--- src/rtl/camera_pkg.sv ---
// camera_pkg: shared constants, types and helpers for the camera capture front-end.
package camera_pkg;

  localparam int unsigned BYTE_W = 8;
  localparam int unsigned PIX_W  = 16;
  localparam int unsigned CNT_W  = 10;
  localparam int unsigned SKIP_W = 4;
  localparam int unsigned ST_W   = 2;

  // Capture FSM encoding
  localparam logic [ST_W-1:0] ST_WAIT_VS = 2'd0;
  localparam logic [ST_W-1:0] ST_IDLE    = 2'd1;
  localparam logic [ST_W-1:0] ST_HI      = 2'd2;
  localparam logic [ST_W-1:0] ST_LO      = 2'd3;

  // RGB565 field widths and bit positions
  localparam int unsigned R_W   = 5;
  localparam int unsigned G_W   = 6;
  localparam int unsigned B_W   = 5;
  localparam int unsigned R_MSB = 15;
  localparam int unsigned R_LSB = 11;
  localparam int unsigned G_MSB = 10;
  localparam int unsigned G_LSB = 5;
  localparam int unsigned B_MSB = 4;
  localparam int unsigned B_LSB = 0;

  typedef struct packed {
    logic [R_W-1:0] r;
    logic [G_W-1:0] g;
    logic [B_W-1:0] b;
  } rgb565_t;

  // Vertical colour bars, left to right
  localparam rgb565_t BAR_WHITE   = '{r: 5'h1F, g: 6'h3F, b: 5'h1F};
  localparam rgb565_t BAR_YELLOW  = '{r: 5'h1F, g: 6'h3F, b: 5'h00};
  localparam rgb565_t BAR_CYAN    = '{r: 5'h00, g: 6'h3F, b: 5'h1F};
  localparam rgb565_t BAR_GREEN   = '{r: 5'h00, g: 6'h3F, b: 5'h00};
  localparam rgb565_t BAR_MAGENTA = '{r: 5'h1F, g: 6'h00, b: 5'h1F};
  localparam rgb565_t BAR_RED     = '{r: 5'h1F, g: 6'h00, b: 5'h00};
  localparam rgb565_t BAR_BLUE    = '{r: 5'h00, g: 6'h00, b: 5'h1F};
  localparam rgb565_t BAR_BLACK   = '{r: 5'h00, g: 6'h00, b: 5'h00};

  // Colour of bar idx (0 = leftmost)
  function automatic rgb565_t bar_color(input logic [2:0] idx);
    case (idx)
      3'd0:    return BAR_WHITE;
      3'd1:    return BAR_YELLOW;
      3'd2:    return BAR_CYAN;
      3'd3:    return BAR_GREEN;
      3'd4:    return BAR_MAGENTA;
      3'd5:    return BAR_RED;
      3'd6:    return BAR_BLUE;
      default: return BAR_BLACK;
    endcase
  endfunction

  // Position counters stop at all-ones instead of wrapping
  function automatic logic [CNT_W-1:0] sat_inc(input logic [CNT_W-1:0] v);
    return (v == '1) ? v : v + CNT_W'(1);
  endfunction

endpackage

--- src/rtl/camera_capture_if.sv ---
// camera_capture_if: camera byte stream in, RGB565 pixel stream and status out.
interface camera_capture_if;
  import camera_pkg::*;

  logic              cam_vsync;
  logic              cam_href;
  logic [BYTE_W-1:0] cam_data;
  rgb565_t           pixel_out;
  logic              data_valid_out;
  logic [CNT_W-1:0]  pix_x;
  logic [CNT_W-1:0]  pix_y;
  logic              frame_start;
  logic              frame_done;
  logic              err_sticky;

  // Camera/consumer side
  modport master (
    output cam_vsync, cam_href, cam_data,
    input  pixel_out, data_valid_out, pix_x, pix_y, frame_start, frame_done, err_sticky
  );

  // Capture block side
  modport slave (
    input  cam_vsync, cam_href, cam_data,
    output pixel_out, data_valid_out, pix_x, pix_y, frame_start, frame_done, err_sticky
  );
endinterface

--- src/rtl/cam_sync_detect.sv ---
// cam_sync_detect: stage-0 input register with vsync/href edge detection.
// Edge flags are registered in the same cycle as the registered level, so they
// line up with data_q and hr_level.
module cam_sync_detect
  import camera_pkg::*;
(
  input  logic              clk,
  input  logic              rst_n,
  input  logic              vsync,
  input  logic              href,
  input  logic [BYTE_W-1:0] data,
  output logic              vs_rise,
  output logic              vs_fall,
  output logic              hr_rise,
  output logic              hr_fall,
  output logic              hr_level,
  output logic [BYTE_W-1:0] data_q
);

  logic vs_q;

  // Register inputs and compare the new sample with the previous registered copy
  always_ff @(posedge clk or negedge rst_n) begin
    if (!rst_n) begin
      vs_q     <= 1'b0;
      vs_rise  <= 1'b0;
      vs_fall  <= 1'b0;
      hr_level <= 1'b0;
      hr_rise  <= 1'b0;
      hr_fall  <= 1'b0;
      data_q   <= '0;
    end else begin
      vs_rise  <= vsync & ~vs_q;
      vs_fall  <= ~vsync & vs_q;
      vs_q     <= vsync;
      hr_rise  <= href & ~hr_level;
      hr_fall  <= ~href & hr_level;
      hr_level <= href;
      data_q   <= data;
    end
  end

endmodule

--- src/rtl/camera_capture.sv ---
// camera_capture: camera VSYNC/HREF/byte stream to RGB565 pixels with x/y position,
// settling-frame skip and line-format error flag.
// Optional CAM_TEST_PATTERN_EN adds test_mode, which swaps pixel data for 8 colour bars.
module camera_capture
  import camera_pkg::*;
#(
  parameter int unsigned H_ACTIVE    = 640,
  parameter int unsigned V_ACTIVE    = 480,
  parameter int unsigned SKIP_FRAMES = 2
) (
  input  logic clk,
  input  logic rst_n,
`ifdef CAM_TEST_PATTERN_EN
  input  logic test_mode,
`endif
  camera_capture_if.slave cam
);

  localparam logic [CNT_W-1:0]  H_LIM     = CNT_W'(H_ACTIVE);
  localparam logic [CNT_W-1:0]  V_LIM     = CNT_W'(V_ACTIVE);
  localparam logic [SKIP_W-1:0] SKIP_INIT = SKIP_W'(SKIP_FRAMES);

  logic              vs_rise, vs_fall, hr_rise, hr_fall, hr_level;
  logic [BYTE_W-1:0] data_q;

  logic [ST_W-1:0]   state, state_nxt;
  logic [SKIP_W-1:0] skip_cnt, skip_nxt;
  logic [CNT_W-1:0]  x_cnt, x_nxt;
  logic [CNT_W-1:0]  y_cnt, y_nxt;
  logic [BYTE_W-1:0] hi_byte, hi_nxt;
  logic              delivered, delivered_nxt;
  logic              pix_fire_c;
  logic              fd_set_c;
  logic              err_set_c;
  logic              in_window_c;
  rgb565_t           pixel_c;

  cam_sync_detect u_sync (
    .clk      (clk),
    .rst_n    (rst_n),
    .vsync    (cam.cam_vsync),
    .href     (cam.cam_href),
    .data     (cam.cam_data),
    .vs_rise  (vs_rise),
    .vs_fall  (vs_fall),
    .hr_rise  (hr_rise),
    .hr_fall  (hr_fall),
    .hr_level (hr_level),
    .data_q   (data_q)
  );

  assign in_window_c = (x_cnt < H_LIM) && (y_cnt < V_LIM);

  // Pixel source: camera bytes, or colour bars keyed on column when in test mode
  always_comb begin
    pixel_c = rgb565_t'({hi_byte, data_q});
`ifdef CAM_TEST_PATTERN_EN
    if (test_mode) begin
      pixel_c = bar_color(x_cnt[CNT_W-1:CNT_W-3]);
    end
`endif
  end

  // Next-state logic: frame/line tracking, byte pairing, position and error events
  always_comb begin
    state_nxt     = state;
    skip_nxt      = skip_cnt;
    x_nxt         = x_cnt;
    y_nxt         = y_cnt;
    hi_nxt        = hi_byte;
    delivered_nxt = delivered;
    pix_fire_c    = 1'b0;
    fd_set_c      = 1'b0;
    err_set_c     = 1'b0;
    if (state == ST_WAIT_VS) begin
      if (vs_fall) begin
        if (skip_cnt != '0) begin
          skip_nxt = skip_cnt - SKIP_W'(1);
        end else begin
          state_nxt     = ST_IDLE;
          y_nxt         = '0;
          delivered_nxt = 1'b0;
        end
      end
    end else if (vs_rise) begin
      // Frame ends early or normally; any half-built pixel is dropped
      state_nxt = ST_WAIT_VS;
      fd_set_c  = delivered;
      err_set_c = hr_level;
    end else begin
      case (state)
        ST_IDLE: begin
          // The byte arriving with the href edge is already the high byte
          if (hr_rise) begin
            x_nxt     = '0;
            hi_nxt    = data_q;
            state_nxt = ST_LO;
          end
        end
        ST_HI: begin
          if (hr_fall) begin
            state_nxt = ST_IDLE;
            y_nxt     = sat_inc(y_cnt);
          end else begin
            hi_nxt    = data_q;
            state_nxt = ST_LO;
          end
        end
        ST_LO: begin
          if (hr_fall) begin
            state_nxt = ST_IDLE;
            y_nxt     = sat_inc(y_cnt);
            err_set_c = 1'b1;
          end else begin
            state_nxt = ST_HI;
            x_nxt     = sat_inc(x_cnt);
            if (in_window_c) begin
              pix_fire_c    = 1'b1;
              delivered_nxt = 1'b1;
            end else begin
              err_set_c = 1'b1;
            end
          end
        end
        default: state_nxt = ST_WAIT_VS;
      endcase
    end
  end

  // State and datapath registers
  always_ff @(posedge clk or negedge rst_n) begin
    if (!rst_n) begin
      state     <= ST_WAIT_VS;
      skip_cnt  <= SKIP_INIT;
      x_cnt     <= '0;
      y_cnt     <= '0;
      hi_byte   <= '0;
      delivered <= 1'b0;
    end else begin
      state     <= state_nxt;
      skip_cnt  <= skip_nxt;
      x_cnt     <= x_nxt;
      y_cnt     <= y_nxt;
      hi_byte   <= hi_nxt;
      delivered <= delivered_nxt;
    end
  end

  // Output registers: pixel/position update only on a delivered pixel
  always_ff @(posedge clk or negedge rst_n) begin
    if (!rst_n) begin
      cam.pixel_out      <= '0;
      cam.data_valid_out <= 1'b0;
      cam.pix_x          <= '0;
      cam.pix_y          <= '0;
      cam.frame_start    <= 1'b0;
      cam.frame_done     <= 1'b0;
      cam.err_sticky     <= 1'b0;
    end else begin
      cam.data_valid_out <= pix_fire_c;
      cam.frame_start    <= pix_fire_c & ~delivered;
      cam.frame_done     <= fd_set_c;
      cam.err_sticky     <= cam.err_sticky | err_set_c;
      if (pix_fire_c) begin
        cam.pixel_out <= pixel_c;
        cam.pix_x     <= x_cnt;
        cam.pix_y     <= y_cnt;
      end
    end
  end

endmodule

--- src/flat_wrapper.sv ---
// flat-port wrapper written by rule: the top's interface ports become plain ports
module camera_capture_flat import camera_pkg::*;
#(
  parameter int unsigned H_ACTIVE    = 640,
  parameter int unsigned V_ACTIVE    = 480,
  parameter int unsigned SKIP_FRAMES = 2
)
  (clk, rst_n, cam_cam_vsync, cam_cam_href, cam_cam_data, cam_pixel_out, cam_data_valid_out, cam_pix_x, cam_pix_y, cam_frame_start, cam_frame_done, cam_err_sticky);
  camera_capture_if cam_i ();
  input  logic clk;
  input  logic rst_n;
  input wire logic [$bits(cam_i.cam_vsync)-1:0] cam_cam_vsync;
  input wire logic [$bits(cam_i.cam_href)-1:0] cam_cam_href;
  input wire logic [$bits(cam_i.cam_data)-1:0] cam_cam_data;
  output wire logic [$bits(cam_i.pixel_out)-1:0] cam_pixel_out;
  output wire logic [$bits(cam_i.data_valid_out)-1:0] cam_data_valid_out;
  output wire logic [$bits(cam_i.pix_x)-1:0] cam_pix_x;
  output wire logic [$bits(cam_i.pix_y)-1:0] cam_pix_y;
  output wire logic [$bits(cam_i.frame_start)-1:0] cam_frame_start;
  output wire logic [$bits(cam_i.frame_done)-1:0] cam_frame_done;
  output wire logic [$bits(cam_i.err_sticky)-1:0] cam_err_sticky;
  assign cam_i.cam_vsync = cam_cam_vsync;
  assign cam_i.cam_href = cam_cam_href;
  assign cam_i.cam_data = cam_cam_data;
  assign cam_pixel_out = cam_i.pixel_out;
  assign cam_data_valid_out = cam_i.data_valid_out;
  assign cam_pix_x = cam_i.pix_x;
  assign cam_pix_y = cam_i.pix_y;
  assign cam_frame_start = cam_i.frame_start;
  assign cam_frame_done = cam_i.frame_done;
  assign cam_err_sticky = cam_i.err_sticky;
  camera_capture #(.H_ACTIVE(H_ACTIVE), .V_ACTIVE(V_ACTIVE), .SKIP_FRAMES(SKIP_FRAMES)) u_core (.clk(clk), .rst_n(rst_n), .cam(cam_i));
endmodule
--- config.mk ---
export PLATFORM = sky130hd
export DESIGN_NAME = camera_capture_flat
export DESIGN_NICKNAME = d
export VERILOG_FILES = /design/src/rtl/camera_pkg.sv /design/src/rtl/camera_capture_if.sv /design/src/rtl/cam_sync_detect.sv /design/src/rtl/camera_capture.sv /design/src/flat_wrapper.sv
export SDC_FILE = /design/constraint.sdc
export NUM_CORES = 1
export LEC_CHECK = 0
export BUFFER_PORTS_ARGS = -buffer_cell sky130_fd_sc_hd__buf_2
export CORE_UTILIZATION = 42
export CTS_CLUSTER_SIZE = 40
export DETAILED_ROUTE_END_ITERATION = 8
export GPL_TIMING_DRIVEN = 0
export PLACE_DENSITY = 0.75
export SLEW_MARGIN = 20
export SYNTH_ARGS = -nofsm -noshare
export SYNTH_HDL_FRONTEND = slang
export SYNTH_HIERARCHICAL = 1
export SYNTH_SLANG_ARGS = --single-unit
export TNS_END_PERCENT = 10
--- constraint.sdc ---
create_clock -name clk -period 1.89 [get_ports clk]
set_input_delay 0 -clock clk [delete_from_list [all_inputs] [get_ports clk]]
set_output_delay 0 -clock clk [all_outputs]
set_load 0.02 [all_outputs]
==> metrics.csv <==
stage,metric,value,unit
outcome,status,"complete, but fails checks",
outcome,violations,negative setup slack,
floorplan,rows,34,
clocking,cts_buffer_depth,2,
floorplan,dieWidth,96.81,um
timing,skew,0.01532,ns
synthesis,yosysSeqAreaShare,59.03,%
synthesis,syn_inst,294,
placed_design,dpl_cell_area,4188,um2
synthesis,synthesis.area,3775,um2
synthesis,synth-edff-count,0,
clocking,clk_pin_slew,0.09,ns
critical_path,critPathBufInv,3,
detailed_routing,ant_nets,0,
grt,grt_use_total,15.95,%
placed_design,port_buffers,51,
detailed_routing,drc_errors,0,
layout,num_antenna_cells,0,
layout,fin_area,4623,um2
synthesis,synth.distinct_cells,51,
layout,fin_nets,390,
clocking,clk_latency,0.36,ns
grt,grt_max_degree,53,
floorplan,die_h,96.81,um
flow_run,drv_cap,0,
timing,worstMarginPinSlew,0.6515,ns
grt,grt_pass1_wl,12080,um
floorplan,dieArea,9371,um2
grt,antenna_found_initial,0,
timing,setup_violations,1,
clocking,cts_tree,yes,
timing,relSlewSlack,56.57,%
clocking,htree_levels,3,
detailed_routing,drt-pass1-iter-count,4,
timing,min_period_over_period,100.1,%
clocking,clockRootBuffer,clkbuf_8,
clocking,cts_sinks,89,
critical_path,timing.critical_path.max_delay_family,simple AND/OR/NAND/NOR gates,
synthesis,syn_nets,313,
power_and_ir_drop,p_per_area,1385,nW/um2
power_and_ir_drop,cellInternalPower,0.004113,W
synthesis,avgSynthCellArea,12.84,um2
floorplan,core,8721,um2
worst_hold_path,hp-class,in2async,
critical_path,critical_path.max_stage_delay,0.43,ns
critical_path,cp_slowest_cell,dfrtp_1,
power_and_ir_drop,seqPwrFrac,41.6,%
synthesis,async_reset_ff_share,100.0,%
critical_path,crit_chain,"inv_2, ha_1, buf_6, o221a_4, o311ai_4, buf_4, or4_1, nand3_1",
power_and_ir_drop,p_leak,2.167,nW
detailed_routing,wire_per_inst,14.58,um
critical_path,crit_required,2.19,ns
critical_path,cp-start-kind,flop,
synthesis,ys_ff_latch,89,
power_and_ir_drop,clockPowerShare,21.3,%
critical_path,worstSetupPathType,reg2reg,
power_and_ir_drop,power,0.006404,W
floorplan,num_io_pins,52,
timing,setup-tns-final,-0.002527,ns
placed_design,gp_congestion,0.8339,
detailed_routing,wirelength,7057,um
grt,grt_pass1_vias,2535,
floorplan,start_util,43.29,%
detailed_routing,viasPerCell,5.194,
power_and_ir_drop,ir_drop,1.035,mV
timing,grt_setup_unrepaired,yes,
synthesis,ys_warn_count,6,
power_and_ir_drop,switching_share,35.79,%
power_and_ir_drop,p_switching,0.002292,W
detailed_routing,vias,2514,
layout,fin_util,53.01,%
timing,setup_ws,-0.002527,ns
power_and_ir_drop,power_frac_comb,37.1,%
critical_path,cp_data_arrival_time,2.19,ns
critical_path,worstSetupEndpointType,flop,
placed_design,pre_cts_slack,-0.3423,ns
grt,grt_overflow,0,
clocking,cts_buffers,9,
timing,min_period,1.893,ns
synthesis,ys.flop_type,dfrtp_1,
timing,fmax,0.5284,GHz
critical_path,cp_max_fo,8,
placed_design,hpwl,4723,um
layout,drive_gt1_share,37.77,%
layout,area_growth,22.47,%
timing,maxSlewViolCount,0,
timing,hold_violations,0,
detailed_routing,drt_iter0_drc,125,
==> cell type report <==
| class | instances | area, um2 |
|---|---|---|
| flip-flops and latches | 89 | 2228 |
| clock inverters | 6 | 73.82 |
| fillers | 748 | 4098 |
| multi-input cells | 185 | 1516 |
| inverters | 9 | 33.78 |
| well taps | 108 | 135.1 |
| plain buffers | 10 | 80.08 |
| clock buffers | 10 | 137.6 |
| repair buffers | 67 | 417.9 |
==> final timing paths <==
check | slack [ns] | depth (start not counted) | start | endpoint
worst max-delay path | -0.003 | 8 | u_core/state[1] | u_core/y_cnt[9]
worst min-delay path | 0.22 | 2 | rst_n | u_core/cam.pix_y[5]
worst max register to register | -0.003 | 8 | u_core/state[1] | u_core/y_cnt[9]
worst min register to register | 0.46 | 1 | u_core/delivered | u_core/cam.frame_start
max in group asynchronous | 0.97 | 3 | rst_n | u_core/skip_cnt[1]
min in group clk | 0.28 | 2 | cam_cam_data[5] | u_core/u_sync/data_q[5]
==> cells in the mapped netlist, types with 3 or more instances <==
| cell type | number | area share [%] |
|---|---|---|
| clkbuf_1 | 3 | 0.30 |
| a221o_1 | 5 | 1.3 |
| nor2_1 | 7 | 0.70 |
| and2b_2 | 4 | 0.93 |
| nand2_1 | 22 | 2.2 |
| a22o_1 | 5 | 1.2 |
| nor4_1 | 5 | 0.83 |
| ha_1 | 7 | 2.3 |
| nand4_1 | 3 | 0.50 |
| a21oi_1 | 6 | 0.80 |
| nand2b_1 | 5 | 0.83 |
| nand3_1 | 11 | 1.5 |
| nor3_1 | 3 | 0.40 |
| buf_4 | 3 | 0.60 |
| buf_2 | 3 | 0.40 |
| mux2_1 | 3 | 0.89 |
| and3_1 | 6 | 0.99 |
| nor3b_1 | 3 | 0.60 |
| nor2b_1 | 6 | 0.99 |
| o21ai_0 | 12 | 1.6 |
| xnor2_1 | 3 | 0.70 |
| mux2i_1 | 3 | 0.80 |
| dfrtp_1 | 88 | 58 |
| mux2_2 | 40 | 12 |
| inv_1 | 9 | 0.89 |
==> power by group through the flow <==
stage	Clock (W)	Combinational, W	Sequential, W
after floorplan	0	0.00125	0.00298
after global placement	0	0.00210	0.00269
after detailed placement	0	0.00217	0.00271
after CTS	0.00140	0.00236	0.00267
after global routing	0.00147	0.00259	0.00274
final	0.00136	0.00238	0.00267
==> logic make-up after synthesis <==
family | after synthesis | synth area share [%]
buffers and inverters | 20 | 2.784
and+or+nand+nor | 85 | 12.56
adders and majority gates | 7 | 2.320
DFF | 89 | 59.03
xor gates and xnor gates | 3 | 0.6962
muxes | 46 | 13.62
AOI/OAI and AO/OA | 44 | 8.983
==> worst register-to-register path, cell delays in order, from the launching register on <==
cell and delay, ns:
dfrtp_1 0.43, inv_2 0.11, ha_1 0.16, buf_6 0.14
o221a_4 0.20, o311ai_4 0.11, buf_4 0.18, or4_1 0.40
nand3_1 0.09
==> per-layer routing <==
metal / GRT usage, % / share of wire, % / vias up / wire length, um
met1: 21.15 / 47 / 1229 / 3344
met2: 25.03 / 47 / 57 / 3282
met4: 6.200 / 1.3 / 0 / 90
met5: 0 / 0 / - / 0
li1: - / - / 1220 / -
met3: 4.263 / 4.8 / 8 / 339
==> repair_timing <==
action | CTS | global route
cloned | 1 | 0
endpoints found under the hold margin | 65 | 0
endpoints found under the setup margin | 68 | 23
pin swaps | 2 | 2
resized for setup | 18 | 3
buffers inserted | 2 | 1
hold buffers | 11 | 0
==> layout by cell type, fill, tap and decap left out, types with 2 or more instances in the layout <==
cell type,synthesis,layout
a21oi_1,6,5
a221o_1,5,5
a22o_1,5,5
a31oi_1,2,2
and2_1,2,2
and2b_2,4,4
and3_1,6,6
buf_2,3,51
buf_4,3,8
buf_6,2,4
clkbuf_1,3,2
clkbuf_8,0,10
clkinvlp_4,0,2
dfrtp_1,88,88
dlygate4sd3_1,0,11
ha_1,7,6
inv_1,9,6
inv_2,0,3
mux2_1,3,3
mux2_2,40,40
mux2i_1,3,3
nand2_1,22,22
nand2b_1,5,4
nand3_1,11,9
nand3_2,0,2
nand4_1,3,3
nor2_1,7,6
nor2b_1,6,6
nor3_1,3,3
nor3b_1,3,3
nor4_1,5,5
o21ai_0,12,12
xnor2_1,3,3
==> through the flow <==
stage                     hold slack (ns)  instances
after floorplan                   -0.2956        294
after global placement             0.1077        453
after detailed placement          0.08093        454
after CTS                          0.2348        483
after global routing               0.2674        484
final                              0.2195        484
==> state kept, by name (all words and copies together), names as in the netlist, 2 cells and up <==
register	count
u_core/cam.pix_y	10
u_core/skip_cnt	4
u_core/hi_byte	8
u_core/y_cnt	10
u_core/state	2
u_core/cam.pix_x	10
u_core/u_sync/data_q	8
u_core/x_cnt	10
u_core/cam.pixel_out	16
(Power assumes the default switching activity.)
